[src/rtl/mioc_flop_seq.sv]
// Phase sequencer for a bank of mioc open-drain flop cells: clear/setup/strobe/hold/settle, then sample and compare q.
// Optional macro MIOC_SEQ_COMPL_CHECK_EN adds a qbar == ~q complement check to the response error.
//
// state  | meaning
// IDLE   | waiting for a request, req_ready high
// CLEAR  | in4 high on all cells (only when req_clr was set)
// SETUP  | in3 driven with the data to store
// STROBE | in3 held, in2 (write) or in1 (preset) high
// HOLD   | in3 held after the strobe drops
// SETTLE | all cell inputs low while q settles
// CHECK  | sample q and compare against the expected value
// RESP   | response presented until rsp_ready
module mioc_flop_seq #(
    parameter int WIDTH      = 8,
    parameter int CLR_CYC    = 2,
    parameter int SETUP_CYC  = 2,
    parameter int STROBE_CYC = 1,
    parameter int HOLD_CYC   = 1,
    parameter int SETTLE_CYC = 2
) (
    input  logic             clk,
    input  logic             reset,
    input  logic             req_valid,
    output logic             req_ready,
    input  logic             req_op,
    input  logic             req_clr,
    input  logic [WIDTH-1:0] req_data,
    output logic             rsp_valid,
    input  logic             rsp_ready,
    output logic [WIDTH-1:0] rsp_q,
    output logic             rsp_err,
    output logic [7:0]       err_cnt,
    output logic [WIDTH-1:0] flop_in1,
    output logic [WIDTH-1:0] flop_in2,
    output logic [WIDTH-1:0] flop_in3,
    output logic [WIDTH-1:0] flop_in4,
    input  logic [WIDTH-1:0] flop_q,
    input  logic [WIDTH-1:0] flop_qbar
);

    localparam logic [2:0] S_IDLE   = 3'd0;
    localparam logic [2:0] S_CLEAR  = 3'd1;
    localparam logic [2:0] S_SETUP  = 3'd2;
    localparam logic [2:0] S_STROBE = 3'd3;
    localparam logic [2:0] S_HOLD   = 3'd4;
    localparam logic [2:0] S_SETTLE = 3'd5;
    localparam logic [2:0] S_CHECK  = 3'd6;
    localparam logic [2:0] S_RESP   = 3'd7;

    localparam logic [3:0] CLR_LD    = 4'(CLR_CYC - 1);
    localparam logic [3:0] SETUP_LD  = 4'(SETUP_CYC - 1);
    localparam logic [3:0] STROBE_LD = 4'(STROBE_CYC - 1);
    localparam logic [3:0] HOLD_LD   = 4'(HOLD_CYC - 1);
    localparam logic [3:0] SETTLE_LD = 4'(SETTLE_CYC - 1);

    logic [2:0]       state, state_nxt;
    logic [3:0]       cnt, cnt_nxt;
    logic             op_r, op_nxt;
    logic [WIDTH-1:0] data_r, data_nxt;
    logic [WIDTH-1:0] drive_val;
    logic [WIDTH-1:0] in1_nxt, in2_nxt, in3_nxt, in4_nxt;
    logic [WIDTH-1:0] expected;
    logic             compl_err;
    logic             chk_err;

    assign req_ready = (state == S_IDLE);

    always_comb begin
        state_nxt = state;
        cnt_nxt   = cnt;
        op_nxt    = op_r;
        data_nxt  = data_r;
        case (state)
            S_IDLE: begin
                if (req_valid) begin
                    op_nxt   = req_op;
                    data_nxt = req_data;
                    if (req_clr) begin
                        state_nxt = S_CLEAR;
                        cnt_nxt   = CLR_LD;
                    end else begin
                        state_nxt = S_SETUP;
                        cnt_nxt   = SETUP_LD;
                    end
                end
            end
            S_CLEAR: begin
                if (cnt == 4'd0) begin
                    state_nxt = S_SETUP;
                    cnt_nxt   = SETUP_LD;
                end else begin
                    cnt_nxt = cnt - 4'd1;
                end
            end
            S_SETUP: begin
                if (cnt == 4'd0) begin
                    state_nxt = S_STROBE;
                    cnt_nxt   = STROBE_LD;
                end else begin
                    cnt_nxt = cnt - 4'd1;
                end
            end
            S_STROBE: begin
                if (cnt == 4'd0) begin
                    state_nxt = S_HOLD;
                    cnt_nxt   = HOLD_LD;
                end else begin
                    cnt_nxt = cnt - 4'd1;
                end
            end
            S_HOLD: begin
                if (cnt == 4'd0) begin
                    state_nxt = S_SETTLE;
                    cnt_nxt   = SETTLE_LD;
                end else begin
                    cnt_nxt = cnt - 4'd1;
                end
            end
            S_SETTLE: begin
                if (cnt == 4'd0) begin
                    state_nxt = S_CHECK;
                    cnt_nxt   = 4'd0;
                end else begin
                    cnt_nxt = cnt - 4'd1;
                end
            end
            S_CHECK: state_nxt = S_RESP;
            S_RESP: begin
                if (rsp_ready) state_nxt = S_IDLE;
            end
            default: state_nxt = S_IDLE;
        endcase
    end

    // Cell inputs are decoded from the next state so they are registered and line up with the state itself.
    always_comb begin
        drive_val = op_nxt ? {WIDTH{1'b1}} : data_nxt;
        in1_nxt   = '0;
        in2_nxt   = '0;
        in3_nxt   = '0;
        in4_nxt   = '0;
        case (state_nxt)
            S_CLEAR:  in4_nxt = '1;
            S_SETUP:  in3_nxt = drive_val;
            S_STROBE: begin
                in3_nxt = drive_val;
                if (op_nxt) in1_nxt = '1;
                else        in2_nxt = '1;
            end
            S_HOLD:   in3_nxt = drive_val;
            default:  ;
        endcase
    end

    assign expected = op_r ? {WIDTH{1'b1}} : data_r;

`ifdef MIOC_SEQ_COMPL_CHECK_EN
    assign compl_err = |(flop_qbar ^ ~flop_q);
`else
    logic qbar_unused;
    assign qbar_unused = ^flop_qbar;
    assign compl_err   = 1'b0;
`endif

    assign chk_err = (flop_q != expected) | compl_err;

    always_ff @(posedge clk) begin
        if (reset) begin
            state     <= S_IDLE;
            cnt       <= 4'd0;
            op_r      <= 1'b0;
            data_r    <= '0;
            flop_in1  <= '0;
            flop_in2  <= '0;
            flop_in3  <= '0;
            flop_in4  <= '0;
            rsp_valid <= 1'b0;
            rsp_q     <= '0;
            rsp_err   <= 1'b0;
            err_cnt   <= 8'd0;
        end else begin
            state     <= state_nxt;
            cnt       <= cnt_nxt;
            op_r      <= op_nxt;
            data_r    <= data_nxt;
            flop_in1  <= in1_nxt;
            flop_in2  <= in2_nxt;
            flop_in3  <= in3_nxt;
            flop_in4  <= in4_nxt;
            rsp_valid <= (state_nxt == S_RESP);
            if (state == S_CHECK) begin
                rsp_q   <= flop_q;
                rsp_err <= chk_err;
                if (chk_err && (err_cnt != 8'hFF)) err_cnt <= err_cnt + 8'd1;
            end
        end
    end

endmodule
[config.mk]
export PLATFORM = sky130hd
export DESIGN_NAME = mioc_flop_seq
export DESIGN_NICKNAME = d
export VERILOG_FILES = /design/src/rtl/mioc_flop_seq.sv
export SDC_FILE = /design/constraint.sdc
export NUM_CORES = 1
export LEC_CHECK = 0
export CAP_MARGIN = 20
export CORE_UTILIZATION = 35
export CTS_BUF_LIST = sky130_fd_sc_hd__clkbuf_4 sky130_fd_sc_hd__clkbuf_8
export CTS_CLUSTER_DIAMETER = 30
export DETAILED_ROUTE_END_ITERATION = 8
export GPL_TIMING_DRIVEN = 0
export PLACE_DENSITY_LB_ADDON = 0.08
export SKIP_CTS_REPAIR_TIMING = 1
export SLEW_MARGIN = 5
export SYNTH_ARGS = -nofsm -noshare
export SYNTH_HDL_FRONTEND = slang
export SYNTH_SLANG_ARGS = --single-unit
[constraint.sdc]
create_clock -name clk -period 2.1 [get_ports clk]
set_clock_uncertainty 0.05 [all_clocks]
set_input_delay 0.42 -clock clk [delete_from_list [all_inputs] [get_ports clk]]
set_output_delay 0.42 -clock clk [all_outputs]
set_load 0.005 [all_outputs]
# Word level (Yosys, flattened, before mapping)
# Cells that the tools add are included.
[totals] romBits=0 n_memories=0 ramBits=0 latchBits=0 in_bits=30 word_cells=64 register_bits=66 out_inout_bits=51
[classes] addsub=2 n_mul=0 n_eq_ne=15 muxes=22 n_lt_le_gt_ge=0 shift=0 n_bitwise=2 n_reduce_logical=11 div_mod_pow=0
[op_table] cell="2-to-1 mux 8 bit" count=7
[op_table] cell="case mux 3 bit (8 select lines)" count=1
[op_table] cell="2-to-1 mux 3 bit" count=7
[op_table] cell="equality test 3 bit, second input constant" count=6
[op_table] cell="equality test 3 x 2 -> 1 bit, second input constant" count=4
[op_table] cell="2-to-1 mux 4 bit" count=3
[op_table] cell="case mux 4 bit (3 select lines)" count=1
[op_table] cell="adder 8 x 1 -> 8 bit, second input constant" count=1
[op_table] cell="inequality test 8 bit" count=1
[op_table] cell="inequality test 8 bit, second input constant" count=1
[op_table] cell="equality test 3 x 1 -> 1 bit, second input constant" count=2
[op_table] cell="OR reduction 2 bit" count=3
[op_table] cell="OR reduction 3 bit" count=2
[op_table] cell="zero test 4 bit" count=1
[op_table] cell="AND reduction 2 bit" count=2
[op_table] cell="subtractor 4 x 1 -> 4 bit, second input constant" count=1
[op_table] cell="zero test 3 bit" count=1
[op_table] cell="nonzero test 3 bit" count=1
[op_table] cell="2-to-1 mux 1 bit" count=2
[op_table] cell="2-to-1 mux 2 bit" count=1
[op_table] cell="inequality test 2 bit, second input constant" count=1
[op_table] cell="NOT 1 bit" count=2
[op_table] cell="logical AND 1 bit" count=1

# Logic depth before layout (Yosys ltp)
[depth] word_depth=7 mapped_depth=9 depth_no_buf=8

# Worst setup path before layout
# Ideal clock, no wire load.
[synth_path] path_kind="reg-to-reg" start="register cnt[0]" end="register flop_in3[0]" path_stages_with_launch=9 slack_ps=132 required_ps=1918 synth_period_minus_slack_ps=1968 n_path_buf=0 arrival_time_ps=1787 setup_ps=132 cell_sequence="dfxtp_1 inv_1 ha_1 nor3b_2 a311oi_1 a211oi_4 nor3b_4 a31oi_4 a21oi_2"
[synth_between] elab_chain_cells=7 elab_cells_between_ends=13 cone_classes="3 x eq/ne; 6 x mux; 1 x bitwise; 3 x reduce/logical"
[synth_lines] element="from (decl)" line="57" text="logic [3:0] cnt, cnt_nxt;"
[synth_lines] element="from (signal assigned)" line="183" text="cnt <= cnt_nxt;"
[synth_lines] element="zero test 4 bit (*)"
[synth_lines] element="2-to-1 mux 3 bit (on tied branches)"
[synth_lines] element="case mux 3 bit (8 select lines) (*)" line="73" text="case (state)"
[synth_lines] element="equality test 3 x 2 -> 1 bit or equality test 3 bit (tied branches)" line="142" text="case (state_nxt)"
[synth_lines] element="OR reduction 3 bit (no source line) (*)"
[synth_lines] element="NOT 1 bit (no source line) (*)"
[synth_lines] element="OR reduction 2 bit (no source line) (*)"
[synth_lines] element="to (signal assigned)" line="188" text="flop_in3 <= in3_nxt;"
[synth_lines] element="to (decl)" line="35" text="output logic [WIDTH-1:0] flop_in3,"
# Mark *: on every way between the ends. The rest lies on a longest branch, timed or not.
# A chain may end at the register's enable or synchronous reset.

# Final worst setup path
[layout_path] start="register state[0]" end="output req_ready"
[layout_between] elab_chain_cells=1
[layout_lines] element="from (decl)" line="56" text="logic [2:0] state, state_nxt;"
[layout_lines] element="from (signal assigned)" line="182" text="state <= state_nxt;"
[layout_lines] element="zero test 3 bit" line="66" text="assign req_ready = (state == S_IDLE);"
[layout_lines] element="to (decl)" line="24" text="output logic req_ready,"
# Every way passes these cells.

==> flow_metrics.env <==
export IMPL_grt_use_total_pct=15.9
export IMPL_wl_per_cell_um=13.0
export IMPL_antenna_found_initial=0
export IMPL_vias_per_cell=4.91
export IMPL_drt_pass1_iterations=4
export IMPL_mostFrequentLayoutCells="clkdlybuf4s50_1, dfxtp_1, nor2_1"
export IMPL_period_needed_ns=2.05
export IMPL_power_mw=3.87
export IMPL_synth_cell_types=48
export IMPL_path_delay_family="buffers and inverters"
export IMPL_maxCapViolCount=0
export IMPL_cts_sinks=45
export IMPL_end_kind="output port"
export IMPL_stdcell_count=414
export IMPL_required_ns=1.63
export IMPL_io_pins=81
export IMPL_startpoint_type="flip-flop"
export IMPL_tns_ns=0
export IMPL_report_final_hold_viol_count=0
export IMPL_cts_buffers=5
export IMPL_cts_tree="built"
export IMPL_die_x_um=82.2
export IMPL_dp_cells=399
export IMPL_whs_ns=0.385
export IMPL_power_density_nw_per_um2=1150
export IMPL_p_seq_share_pct=29.9
export IMPL_cp_num_buf_inv=2
export IMPL_grt_overflow=0
export IMPL_seq_area_frac_synth_pct=40.0
export IMPL_nets=371
export IMPL_postRouteAntennaNets=0
export IMPL_timing_final_crit_share_pct=97.6
export IMPL_num_vias=2034
export IMPL_drv_slew=0
export IMPL_htree_levels=2
export IMPL_slowest_delay_ns=0.54
export IMPL_slew_headroom_pct=61.9
export IMPL_yosys_top_cells_area="dfxtp_1, buf_4, nor2_1"
export IMPL_n_antenna_cell=0
export IMPL_synthesis_area_um2=2250
export IMPL_syn_avg_cell_area_um2=8.91
export IMPL_leakage_nw=1.34
export IMPL_cp_max_fo=10
export IMPL_start_util_pct=37.2
export IMPL_clkTransAtPathRegs_ns=0.09
export IMPL_layout_commonest_cell="clkdlybuf4s50_1"
export IMPL_dp_hpwl_um=3830
export IMPL_status="complete, no violations"
export IMPL_synth_warnings=0
export IMPL_cts_max_path_buffers=2
export IMPL_grt_max_degree=15
export IMPL_syn_num_nets=286
export IMPL_p_sw_share_pct=33.4
export IMPL_crit_slowest_cell="clkdlybuf4s50_1"
export IMPL_drive_above_1_share_pct=20.9
export IMPL_gp_congestion=0.799
export IMPL_internal_power_mw=2.57
export IMPL_arrival_ns=1.58
export IMPL_clkPwrFrac_pct=20.1
export IMPL_clock_latency_ns=0.30
export IMPL_post_route_drc_count=0
export IMPL_first_global_vias=1688
export IMPL_irDropWorstVdd_mv=0.692
export IMPL_worstMarginPinSlew_ns=0.572
export IMPL_dieArea_um2=6760
export IMPL_clock_root_buffer="clkbuf_8"
export IMPL_worstSetupPathType="reg -> out"
export IMPL_rows=28
export IMPL_p_sw_mw=1.29
export IMPL_fillers=565
export IMPL_yosysTopAreaCell="dfxtp_1"
export IMPL_ys_ff_latch=45
export IMPL_clock_fmax_mhz=488
export IMPL_synthCells=253
export IMPL_combPwrFrac_pct=50.0
export IMPL_final_util_pct=55.3
export IMPL_worstPathCellList="buf_2 > nor3_2 > clkdlybuf4s50_1"
export IMPL_grt_pass1_wl_um=8140
export IMPL_hp_class="in -> reg"
export IMPL_yosysTopAreaCellShare_pct=40.0
export IMPL_drtIter0Drc=49
export IMPL_area_growth_syn_to_layout_pct=48.6
export IMPL_core_region_area_um2=6060
export IMPL_setup_viol=0
export IMPL_drt_wl_total_um=5370
export IMPL_fp_dieH_um=82.2
export IMPL_port_buffer_count=71
-- per-layer routing --
metal  wire length, um  share of wire, %  track usage, %  vias to the layer above
li1                  -                 -               -                     1037
met1              2450                46            21.1                      926
met2              2490                46            25.4                       66
met3               368               6.9            3.96                        5
met4                56               1.0            4.74                        0
met5                 0                 0               0                        -
-- final timing paths --
check,from,end,slack (ns),depth (start not counted)
worst max-delay path,state[0],req_ready,0.05,3
worst min-delay path,flop_q[1],rsp_q[1],0.39,3
worst min register to register,rsp_q[4],rsp_q[4],0.41,2
worst max register to register,cnt[0],flop_in3[6],0.07,9
-- sequential cells by signal (all words and copies together), names as in the netlist --
register	cells
err_cnt	8
state	3
flop_in2	1
cnt	4
flop_in1	1
rsp_q	8
op_r	1
flop_in3	8
rsp_err	1
flop_in4	1
data_r	8
rsp_valid	1
-- synthesized netlist by cell type, drive strengths merged --
cell / number
a32oi: 1
clkbuf: 5
nor3b: 2
nand4bb: 4
and2: 1
a221oi: 1
xor2: 5
o22ai: 2
and4bb: 1
or2: 1
inv: 6
a31oi: 5
or4: 3
nor4: 3
nor3: 4
or4bb: 1
and3: 4
o32ai: 2
a311oi: 1
or3: 6
nor2b: 2
nand3: 6
nand2: 24
a211oi: 2
nor4b: 1
or4b: 1
buf: 30
mux2i: 10
o21ai: 6
ha: 3
a21oi: 27
nand2b: 1
nand3b: 2
o21ba: 1
dfxtp: 45
o31ai: 2
o31a: 1
nor2: 30
o32a: 1
-- power by group through the flow --
stage                     Sequential, mW  Clock, mW  Combinational (mW)
after floorplan                     1.15          0                1.05
after global placement              1.16          0                1.61
after detailed placement            1.17          0                1.63
after CTS                           1.15      0.795                1.63
after global routing                1.18      0.832                2.09
final                               1.16      0.776                1.93
-- tightest hold or removal path, stage by stage --
cell	delay, ns
dlymetal6s2s_1	0.15
nand2_1	0.06
a21oi_1	0.05
-- layout make-up --
class,instances,area (um^2),area share (%)
plain buffers,35,246,7.36
clock buffers,5,68.8,2.05
clock inverters,3,65.1,1.94
inverters,6,22.5,0.672
multi-input cells,167,1160,34.6
flip-flops and latches,45,902,26.9
well taps,75,93.8,2.80
repair buffers,78,793,23.7
-- through the flow --
step | area, um^2 | setup WS, ns
5_1_grt | 3350 | -0.0174
3_3_place_gp | 3060 | -0.396
3_5_place_dp | 3060 | -0.464
4_1_cts | 3190 | -0.292
2_1_floorplan | 2250 | 0.132
6_report | 3350 | 0.0500
-- kinds of logic after synthesis --
kind of cell               Yosys count  synth area share (%)
muxes                               10                  4.44
buffers and inverters               41                  11.6
and+or+nand+nor                     97                  24.0
adders and majority gates            3                  1.67
DFF                                 45                  40.0
AOI/OAI and AO/OA                   52                  16.4
xor gates and xnor gates             5                  1.94
Power figures use the tool's default switching activity.
